### config.mk
export PLATFORM = sky130hd
export DESIGN_NAME = gen_serial_sub
export DESIGN_NICKNAME = d
export VERILOG_FILES = /design/src/rtl/arith_pkg.sv /design/src/rtl/full_sub_cell.sv /design/src/rtl/gen_serial_sub.sv
export SDC_FILE = /design/constraint.sdc
export NUM_CORES = 1
export LEC_CHECK = 0
export ABC_AREA = 1
export CORE_MARGIN = 5
export CORE_UTILIZATION = 45
export CTS_CLUSTER_SIZE = 10
export DETAILED_ROUTE_END_ITERATION = 12
export PLACE_DENSITY = 0.7
export SLEW_MARGIN = 20
export SYNTH_ARGS = -nofsm -noshare
export SYNTH_HDL_FRONTEND = slang
export SYNTH_SLANG_ARGS = --single-unit
### constraint.sdc
create_clock -name clk -period 3.59 [get_ports clk]
set_input_delay 0.718 -clock clk [delete_from_list [all_inputs] [get_ports clk]]
set_output_delay 0.718 -clock clk [all_outputs]
set_load 0.03 [all_outputs]
### src/rtl/arith_pkg.sv
// Shared arithmetic definitions for the serial datapath blocks.
// Contents:
//   subState_e - control states of the bit-serial arithmetic units
//   CNT_W      - width of a bit counter that must reach n-1
package arith_pkg;

  typedef enum logic [1:0] {
    IDLE,
    RUN,
    DONE
  } subState_e;

  // A counter that only ever has to reach n-1 needs $clog2(n) bits, but
  // never fewer than one so that single-bit operands still get a counter.
  function automatic int CNT_W(input int n);
    if (n <= 1) begin
      return 1;
    end
    return $clog2(n);
  endfunction

endpackage

### src/rtl/full_sub_cell.sv
// One-bit full subtractor computing x - y - bin.
// Ports:
//   x    - minuend bit
//   y    - subtrahend bit
//   bin  - borrow in from the less significant position
//   d    - difference bit
//   bout - borrow out to the more significant position
// Kept as its own module so a parallel ripple subtractor can reuse it.
module full_sub_cell (
  input  logic x,
  input  logic y,
  input  logic bin,
  output logic d,
  output logic bout
);

  // A borrow leaves this position when y exceeds x outright, or when
  // the bits are equal and a borrow was already coming in.
  always_comb begin
    d    = x ^ y ^ bin;
    bout = (~x & y) | (~(x ^ y) & bin);
  end

endmodule

### src/rtl/gen_serial_sub.sv
// Bit-serial subtractor producing the exact N+1-bit difference a - b,
// one bit per clock, LSB first, through a single borrow flip-flop.
// Ports:
//   clk   - rising-edge clock
//   rst   - synchronous active-high reset
//   start - begin a subtraction (only looked at while idle)
//   a, b  - N-bit minuend / subtrahend, captured on the accepted start
//   busy  - high while the operation runs and during the done cycle
//   done  - one-cycle pulse, diff is valid in the same cycle
//   diff  - {borrow_out, (a-b) mod 2^N}, held until the next done
module gen_serial_sub
  import arith_pkg::*;
#(
  parameter int N = 4
) (
  input  logic         clk,
  input  logic         rst,
  input  logic         start,
  input  logic [N-1:0] a,
  input  logic [N-1:0] b,
  output logic         busy,
  output logic         done,
  output logic [N:0]   diff
);

  localparam int CntW = CNT_W(N);
  localparam logic [CntW-1:0] LastCnt = CntW'(N - 1);

  subState_e       state_q, state_d;
  logic [N-1:0]    aSh_q, aSh_d;
  logic [N-1:0]    bSh_q, bSh_d;
  logic [N-1:0]    result_q, result_d;
  logic            borrow_q, borrow_d;
  logic [CntW-1:0] cnt_q, cnt_d;
  logic [N:0]      diff_q, diff_d;

  logic cellD;
  logic cellBout;

  // The single subtractor cell always looks at the current LSBs of the
  // shift registers together with the stored borrow.
  full_sub_cell uCell (
    .x   (aSh_q[0]),
    .y   (bSh_q[0]),
    .bin (borrow_q),
    .d   (cellD),
    .bout(cellBout)
  );

  // Next-state and output logic. Every register holds by default; the
  // result register shifts right so that after N steps the first (LSB)
  // difference bit has reached bit 0. The final difference is loaded
  // into diff on the last RUN step so it is already stable in DONE.
  always_comb begin
    state_d  = state_q;
    aSh_d    = aSh_q;
    bSh_d    = bSh_q;
    result_d = result_q;
    borrow_d = borrow_q;
    cnt_d    = cnt_q;
    diff_d   = diff_q;
    busy     = 1'b0;
    done     = 1'b0;

    case (state_q)
      IDLE: begin
        if (start) begin
          aSh_d    = a;
          bSh_d    = b;
          borrow_d = 1'b0;
          cnt_d    = '0;
          state_d  = RUN;
        end
      end

      RUN: begin
        busy              = 1'b1;
        borrow_d          = cellBout;
        aSh_d             = aSh_q >> 1;
        bSh_d             = bSh_q >> 1;
        result_d          = result_q >> 1;
        result_d[N-1]     = cellD;
        cnt_d             = cnt_q + CntW'(1);
        if (cnt_q == LastCnt) begin
          diff_d  = {cellBout, result_d};
          state_d = DONE;
        end
      end

      DONE: begin
        busy    = 1'b1;
        done    = 1'b1;
        state_d = IDLE;
      end

      default: begin
        state_d = IDLE;
      end
    endcase
  end

  // State register; reset clears everything, including a result that
  // was still in flight, so an aborted operation never reports.
  always_ff @(posedge clk) begin
    if (rst) begin
      state_q  <= IDLE;
      aSh_q    <= '0;
      bSh_q    <= '0;
      result_q <= '0;
      borrow_q <= 1'b0;
      cnt_q    <= '0;
      diff_q   <= '0;
    end else begin
      state_q  <= state_d;
      aSh_q    <= aSh_d;
      bSh_q    <= bSh_d;
      result_q <= result_d;
      borrow_q <= borrow_d;
      cnt_q    <= cnt_d;
      diff_q   <= diff_d;
    end
  end

  assign diff = diff_q;

endmodule

After elaboration in Yosys (flattened, before gate mapping):

Index checks and enable logic that the tools add are counted.

* reductions and logical operators: 6
* bitwise logic cells: 7
* multiplexer cells: 13
* equal/unequal tests: 5
* $add $sub $neg: 1

Operators by type and width (count)
* one-hot mux 4 bit (2 select lines): 2
* 2-to-1 mux 4 bit: 2
* one-hot mux 2 bit (2 select lines): 2
* 2-to-1 mux 2 bit: 3
* AND reduction 2 bit: 3
* equality test 2 bit, second input constant: 2
* != test 2 bit, second input constant: 2
* 2-to-1 mux 1 bit: 3
* adder 2 x 1 -> 2 bit, second input constant: 1
* bitwise AND 1 bit: 2
* equality test 2 x 1 -> 1 bit, second input constant: 1
* logical NOT 2 bit: 1
* NOT 1 bit: 2
* one-hot mux 1 bit (2 select lines): 1
* nonzero test 2 bit: 1
* OR reduction 2 bit: 1
* XOR 1 bit: 2
* bitwise OR 1 bit: 1

* flip-flop bits (word level): 22
* bits of input ports: 11
* output and inout port bits: 7

Logic depth before layout (Yosys ltp):

Gate-level depths: netlist (run 1).

* depth in word-level cells: 5
* depth in mapped cells: 8
* depth with buffers taken out: 8

Hierarchy:

From an unflattened synthesis (run 1), not the netlist that was laid out.

* cells, all modules: 143
* area, all modules: 1016.0 µm²

Modules (own cells, without submodules)
* gen_serial_sub: area each 984.7 µm², instances 1, cells an instance 139
* full_sub_cell: area each 31.3 µm², instances 1, cells an instance 4

Worst setup path before layout (run 1):

Ideal clock, no wire load.

* kind: register to output
* start point: reg state_q[1]
* end point: out busy
* path slack: 2.069 ns
* required time: 2.872 ns
* buffers on the path: 0
* data arrival time: 0.803 ns
* stages on the path, launching flop included: 3
* cells stage by stage: dfxtp_1 > inv_1 > ha_1

* longest elaborated chain between the ends: 3
* elaborated cells on any way between the ends: 4
* those cells by class: eq/ne: 2; mux: 1; reduce/logical: 1

Ends and longest elaborated chain
* start, declared: line gen_serial_sub.sv:29 `subState_e state_q, state_d;`
* start signal, assigned: line gen_serial_sub.sv:114 `state_q <= state_d;`
* equality test 2 x 1 -> 1 bit / equality test 2 bit (equally long branches): line gen_serial_sub.sv:65 `case (state_q)`
* OR reduction 2 bit (no source line) *
* 2-to-1 mux 1 bit *: line gen_serial_sub.sv:65
* end, declared: line gen_serial_sub.sv:21 `output logic busy,`

Mark *: on every way between the ends. The rest lies on a longest branch, timed or not.

Final worst setup path (run 1):

Ends and elaborated chain as after synthesis.

==> flow_metrics.py, run 1 <==
metrics = {
    "outcome": {
        "status": "completed",
    },
    "floorplanning": {
        "dieWidth_um": 57.1,
        "start_util": 0.460,
        "die_height_um": 57.1,
        "io_pins": 18,
        "die_area_sq_mm": 0.00326,
        "core_region_area_sq_mm": 0.00217,
        "row_count": 17,
    },
    "layout": {
        "drive_gt1_frac": 0.0323,
        "area_delta_synth_final_pct": 19.2,
        "final_common_cell": "nand2_1",
        "final_cell_mix": "nand2_1, nor2_1, dfxtp_1",
        "fin_nets": 172,
        "antenna_cells": 0,
    },
    "routing": {
        "wl_met1_um": 860,
        "post_drt_wl_per_cell_um": 10.3,
        "drt_pass1_iterations": 4,
        "wl_met3_um": 104,
        "ant_nets": 0,
        "viasPerCell": 4.76,
        "vias": 871,
        "routed-wl-met2_um": 899,
        "wl_um": 1880,
        "drtIter0Drc": 6,
        "drcViolationCount": 0,
        "highest_layer": "met4",
    },
    "setup_path": {
        "r2r_cells": 7,
        "crit_start": "state_q[1]",
        "rr_startpoint": "state_q[1]",
        "path_max_fanout": 3,
        "rr_endpoint": "aSh_q[1]",
        "reg2reg_slack_ns": 1.86,
        "cp_data_required_time_ns": 2.87,
        "start_kind": "register",
        "cp-end-kind": "output pin",
        "path_class": "register to output pin",
        "critPathArrivalTime_ns": 1.66,
    },
    "timing": {
        "setup_ws_ns": 1.21,
        "finalSetupViolCount": 0,
        "fmax_mhz": 421,
        "timing.final.crit_share": 0.662,
        "fin_worst_skew_ns": 0.00227,
        "relSlewSlack": 0.626,
        "post-route-min-period_ns": 2.38,
        "worst_pin_slew_ns": 0.560,
        "finalHoldViolCount": 0,
        "slew_viol_final": 0,
        "rsz0062_at_grt": "no",
        "setup_tns_ns": 0,
    },
    "synth": {
        "ys_seq_elements": 21,
        "syn_area_per_cell_sq_um": 7.17,
        "synth_cells": 139,
        "synth_area_sq_um": 997,
        "synthSimpleGateAreaFrac": 0.314,
        "synth_top_family_by_area": "simple AND/OR/NAND/NOR gates",
        "synth-xor-area-share": 0,
        "yosysSeqAreaShare": 0.422,
        "netlist_top_cells_area": "dfxtp_1, nand2_1, nor2_1",
        "syn_nets": 155,
        "synth_top_area_frac": 0.422,
        "yosys-mux-area-fraction": 0,
        "synth_cell_type_count": 18,
        "synth_compound_area_frac": 0.0979,
        "yosys_warnings": 0,
        "synth_top_area_cell": "dfxtp_1",
        "synthAdderAreaFrac": 0.0703,
    },
    "worst_hold_path": {
        "min_path_type": "register to register",
        "whs_endpoint": "result_q[1]",
        "min_path_cells": 2,
        "min_from": "result_q[1]",
    },
    "global_routing": {
        "grt_use_total": 0.128,
        "grt-ovfl-total": 0,
        "grt_pass1_wl_um": 3390,
        "first_global_vias": 813,
        "antenna_found_initial": 0,
        "grt_max_degree": 17,
    },
    "cts": {
        "postCtsSetupRepairBufs": 0,
        "cts_root_buffer": "clkbuf_4",
        "clock_sinks": 21,
        "cts_buffer_depth": 2,
        "clk_latency_ns": 0.30,
        "clk_pin_slew_ns": 0.11,
        "cts-hold-fix-buffers": 0,
        "cts_resized": 0,
        "cts_tree": "built",
        "numCtsBuffers": 3,
        "htreeDepth": 1,
    },
    "pwr": {
        "vdd_ir_drop_max_mv": 0.204,
        "leakagePower_nw": 0.531,
        "power_density_mw_per_mm2": 436,
    },
    "placed_design": {
        "dp_hpwl_um": 1390,
        "gp_congestion": 0.808,
        "port_buffers": 17,
        "place_ws_ns": 1.54,
    },
    "run": {
        "drv_cap": 0,
    },
}
cell usage after synthesis, drive strengths merged:
cell and n:
nand3 8, inv 15, a211oi 1, fa 1, a21oi 7, nor2 26, o21ai 8, a22oi 2
nand3b 5, nand2 36, dfxtp 21, buf 5, ha 4
state kept, by name, indices dropped and copies added, names as in the netlist:
signal,cells
aSh_q,4
bSh_q,4
borrow_q,1
cnt_q,2
diff,5
result_q,3
state_q,2
critical path, cell delays in order, from the launching register on:
cell and delay (ns):
dfxtp_1 0.37, inv_1 0.07, ha_1 0.27, clkdlybuf4s50_1 0.66
how the worst max path moves through the flow:
stage                       to  slack [ns]  cells after the start
after floorplan           busy        2.07                      2
after detailed placement  busy        1.54                      3
after global routing      busy        1.15                      3
after global placement    busy        1.56                      3
final                     busy        1.21                      3
after CTS                 busy        1.19                      3
stage by stage:
step	cells	utilization	hold WS (ns)	power [mW]	instance area (sq um)
after floorplan	139	-	0.430	0.385	997
after global placement	179	0.536	0.446	0.410	1160
after detailed placement	179	0.536	0.449	0.413	1160
after CTS	183	0.548	0.466	0.527	1190
after global routing	183	0.548	0.509	0.560	1190
final	183	0.548	0.465	0.519	1190
per-layer routing:
metal | GRT usage | up-vias
met2 | 0.210 | 18
met1 | 0.159 | 383
met5 | 0 | -
met4 | 0.0596 | 0
li1 | - | 468
met3 | 0.0294 | 2
cell type report:
class	instances	area (sq um)
fillers	221	981
multi-input cells	98	480
repair buffers	17	170
well taps	28	35.0
clock buffers	4	26.3
inverters	15	56.3
flip-flops and latches	21	420
logic make-up after synthesis:
kind of cell | count (synthesis)
AND/OR/NAND/NOR | 75
AO/OA/AOI/OAI | 18
buffers and inverters | 20
adder cells (fa/ha/maj) | 5
flip-flops | 21
power breakdown:
group / total (mW) / internal [mW] / leakage [nW] / switching [mW]
sequential: 0.268 / 0.257 / 0.172 / 0.0108
clock: 0.112 / 0.0432 / 0.0150 / 0.0684
combinational: 0.139 / 0.0548 / 0.344 / 0.0847
total: 0.519 / 0.355 / 0.531 / 0.164
Power figures use the tool's default switching activity.
==> inputs of run 2 (changes only) <==
==> constraint.sdc (replaced) <==
create_clock -name clk -period 2.2 [get_ports clk]
set_input_delay 0.44 -clock clk [delete_from_list [all_inputs] [get_ports clk]]
set_output_delay 0.44 -clock clk [all_outputs]
set_load 0.03 [all_outputs]
==> run 2 against run 1 <==
Setup slack lost 1.1 ns. Clock power grew 60%. Clock skew grew 0.0015 ns. Largest power group unchanged. Core utilization grew 0.69 points. Cell area grew 1.3%. Critical path depth is the same. Total power grew 64%.
==> flow_metrics.py, run 2 (synthesized netlist as in run 1, its figures left out) <==
metrics = {
    "setup_path": {
        "slowest_stage": "clkdlybuf4s50_1",
        "start_kind": "register",
        "worstPathCellList": "inv_1 -> ha_1 -> clkdlybuf4s50_1",
        "critPathArrivalTime_ns": 1.67,
        "path_max_fanout": 3,
        "reg2reg_slack_ns": 0.67,
        "cp-end-kind": "output pin",
        "cp_data_required_time_ns": 1.76,
        "path_class": "register to output pin",
        "crit_path_max_incr_delay_ns": 0.66,
        "crit_start": "state_q[1]",
        "rr_startpoint": "state_q[1]",
    },
    "floorplanning": {
        "die_height_um": 57.1,
        "row_count": 17,
        "dieWidth_um": 57.1,
        "start_util": 0.460,
        "io_pins": 18,
        "die_area_sq_mm": 0.00326,
        "core_region_area_sq_mm": 0.00217,
    },
    "pwr": {
        "internal-power_mw": 0.585,
        "comb_power_share": 0.275,
        "seqPwrFrac": 0.514,
        "vdd_ir_drop_max_mv": 0.479,
        "p_switching_mw": 0.266,
        "finalPower_mw": 0.851,
        "leakagePower_nw": 0.541,
        "power.share.switching": 0.312,
        "p_clk_frac": 0.210,
        "power_density_mw_per_mm2": 707,
    },
    "timing": {
        "timing.final.crit_share": 0.959,
        "fmax_mhz": 474,
        "fin_worst_skew_ns": 0.00374,
        "finalHoldViolCount": 0,
        "finalSetupViolCount": 0,
        "rsz0062_at_grt": "no",
        "slew_viol_final": 0,
        "worst_pin_slew_ns": 0.446,
        "setup_tns_ns": 0,
        "relSlewSlack": 0.703,
        "post-route-min-period_ns": 2.11,
    },
    "layout": {
        "largest_reg_flops": 5,
        "final_common_cell": "nand2_1",
        "multiInputGateArea_sq_um": 480,
        "drive_gt1_frac": 0.0446,
        "nFillCells": 222,
        "antenna_cells": 0,
        "ff_latch_area_sq_um": 420,
        "area_delta_synth_final_pct": 20.7,
        "fin_nets": 174,
        "final_cell_mix": "nand2_1, nor2_1, dfxtp_1",
    },
    "routing": {
        "vias": 868,
        "drtIter0Drc": 9,
        "post_drt_wl_per_cell_um": 10.2,
        "drt_pass1_iterations": 4,
        "ant_nets": 0,
        "drcViolationCount": 0,
        "wl_um": 1880,
        "viasPerCell": 4.69,
    },
    "global_routing": {
        "first_global_vias": 808,
        "grt-ovfl-total": 0,
        "grt_pass1_wl_um": 3220,
        "grt_use_total": 0.121,
        "antenna_found_initial": 0,
        "grt_max_degree": 17,
    },
    "cts": {
        "postCtsSetupRepairBufs": 0,
        "cts_root_buffer": "clkbuf_4",
        "cts_tree": "built",
        "clk_pin_slew_ns": 0.11,
        "clock_sinks": 21,
        "cts_buffer_depth": 2,
        "numCtsBuffers": 3,
        "htreeDepth": 1,
        "clk_latency_ns": 0.29,
        "cts_resized": 0,
        "cts-hold-fix-buffers": 0,
    },
    "run": {
        "drv_cap": 0,
    },
    "placed_design": {
        "dp_hpwl_um": 1430,
        "gp_congestion": 0.786,
        "port_buffers": 17,
    },
    "outcome": {
        "status": "completed",
    },
    "worst_hold_path": {
        "min_path_type": "register to register",
        "min_from": "result_q[1]",
    },
}
[run 2: routing by layer]
metal  up-vias  share of wire  GRT usage
li1        469              -          -
met1       381           0.47      0.143
met2        16           0.48      0.214
met3         2          0.049     0.0226
met4         0         0.0069     0.0497
met5         -              0          0
[run 2: critical path, delay by kind of cell, from the launching register on]
family	cells	cell delay, ns
buffers and inverters	2	0.74
DFF	1	0.38
adders and majority gates	1	0.27
[run 2: final timing paths]
check	end	cells past startpoint
setup / recovery	busy	3
hold / removal	result_q[1]	2
setup reg to reg	aSh_q[0]	7
hold reg to reg	result_q[1]	2
[run 2: power by group through the flow]
stage | registers [mW] | logic [mW] | clock network, mW
3_3_place_gp | 0.444 | 0.232 | 0
2_1_floorplan | 0.441 | 0.187 | 0
5_1_grt | 0.442 | 0.269 | 0.209
3_5_place_dp | 0.446 | 0.235 | 0
6_report | 0.437 | 0.234 | 0.179
4_1_cts | 0.438 | 0.236 | 0.189
[run 2: cell type report]
| type | count | share of cell area |
|---|---|---|
| multi-input combinational | 98 | 0.399 |
| clock buffer | 4 | 0.0218 |
| inverter | 15 | 0.0468 |
| timing repair buffer | 19 | 0.154 |
| tap | 28 | 0.0291 |
| sequential | 21 | 0.349 |
[run 2: metrics by stage]
stage                     utilization  area [sq um]  setup slack (ns)  std cells  hold WS [ns]
after detailed placement        0.543          1180             0.423        181         0.457
after global placement          0.543          1180             0.451        181         0.446
after floorplan                     -           997             0.957        139         0.430
after CTS                       0.555          1200            0.0714        185         0.477
final                           0.555          1200            0.0896        185         0.475
after global routing            0.555          1200            0.0132        185         0.518
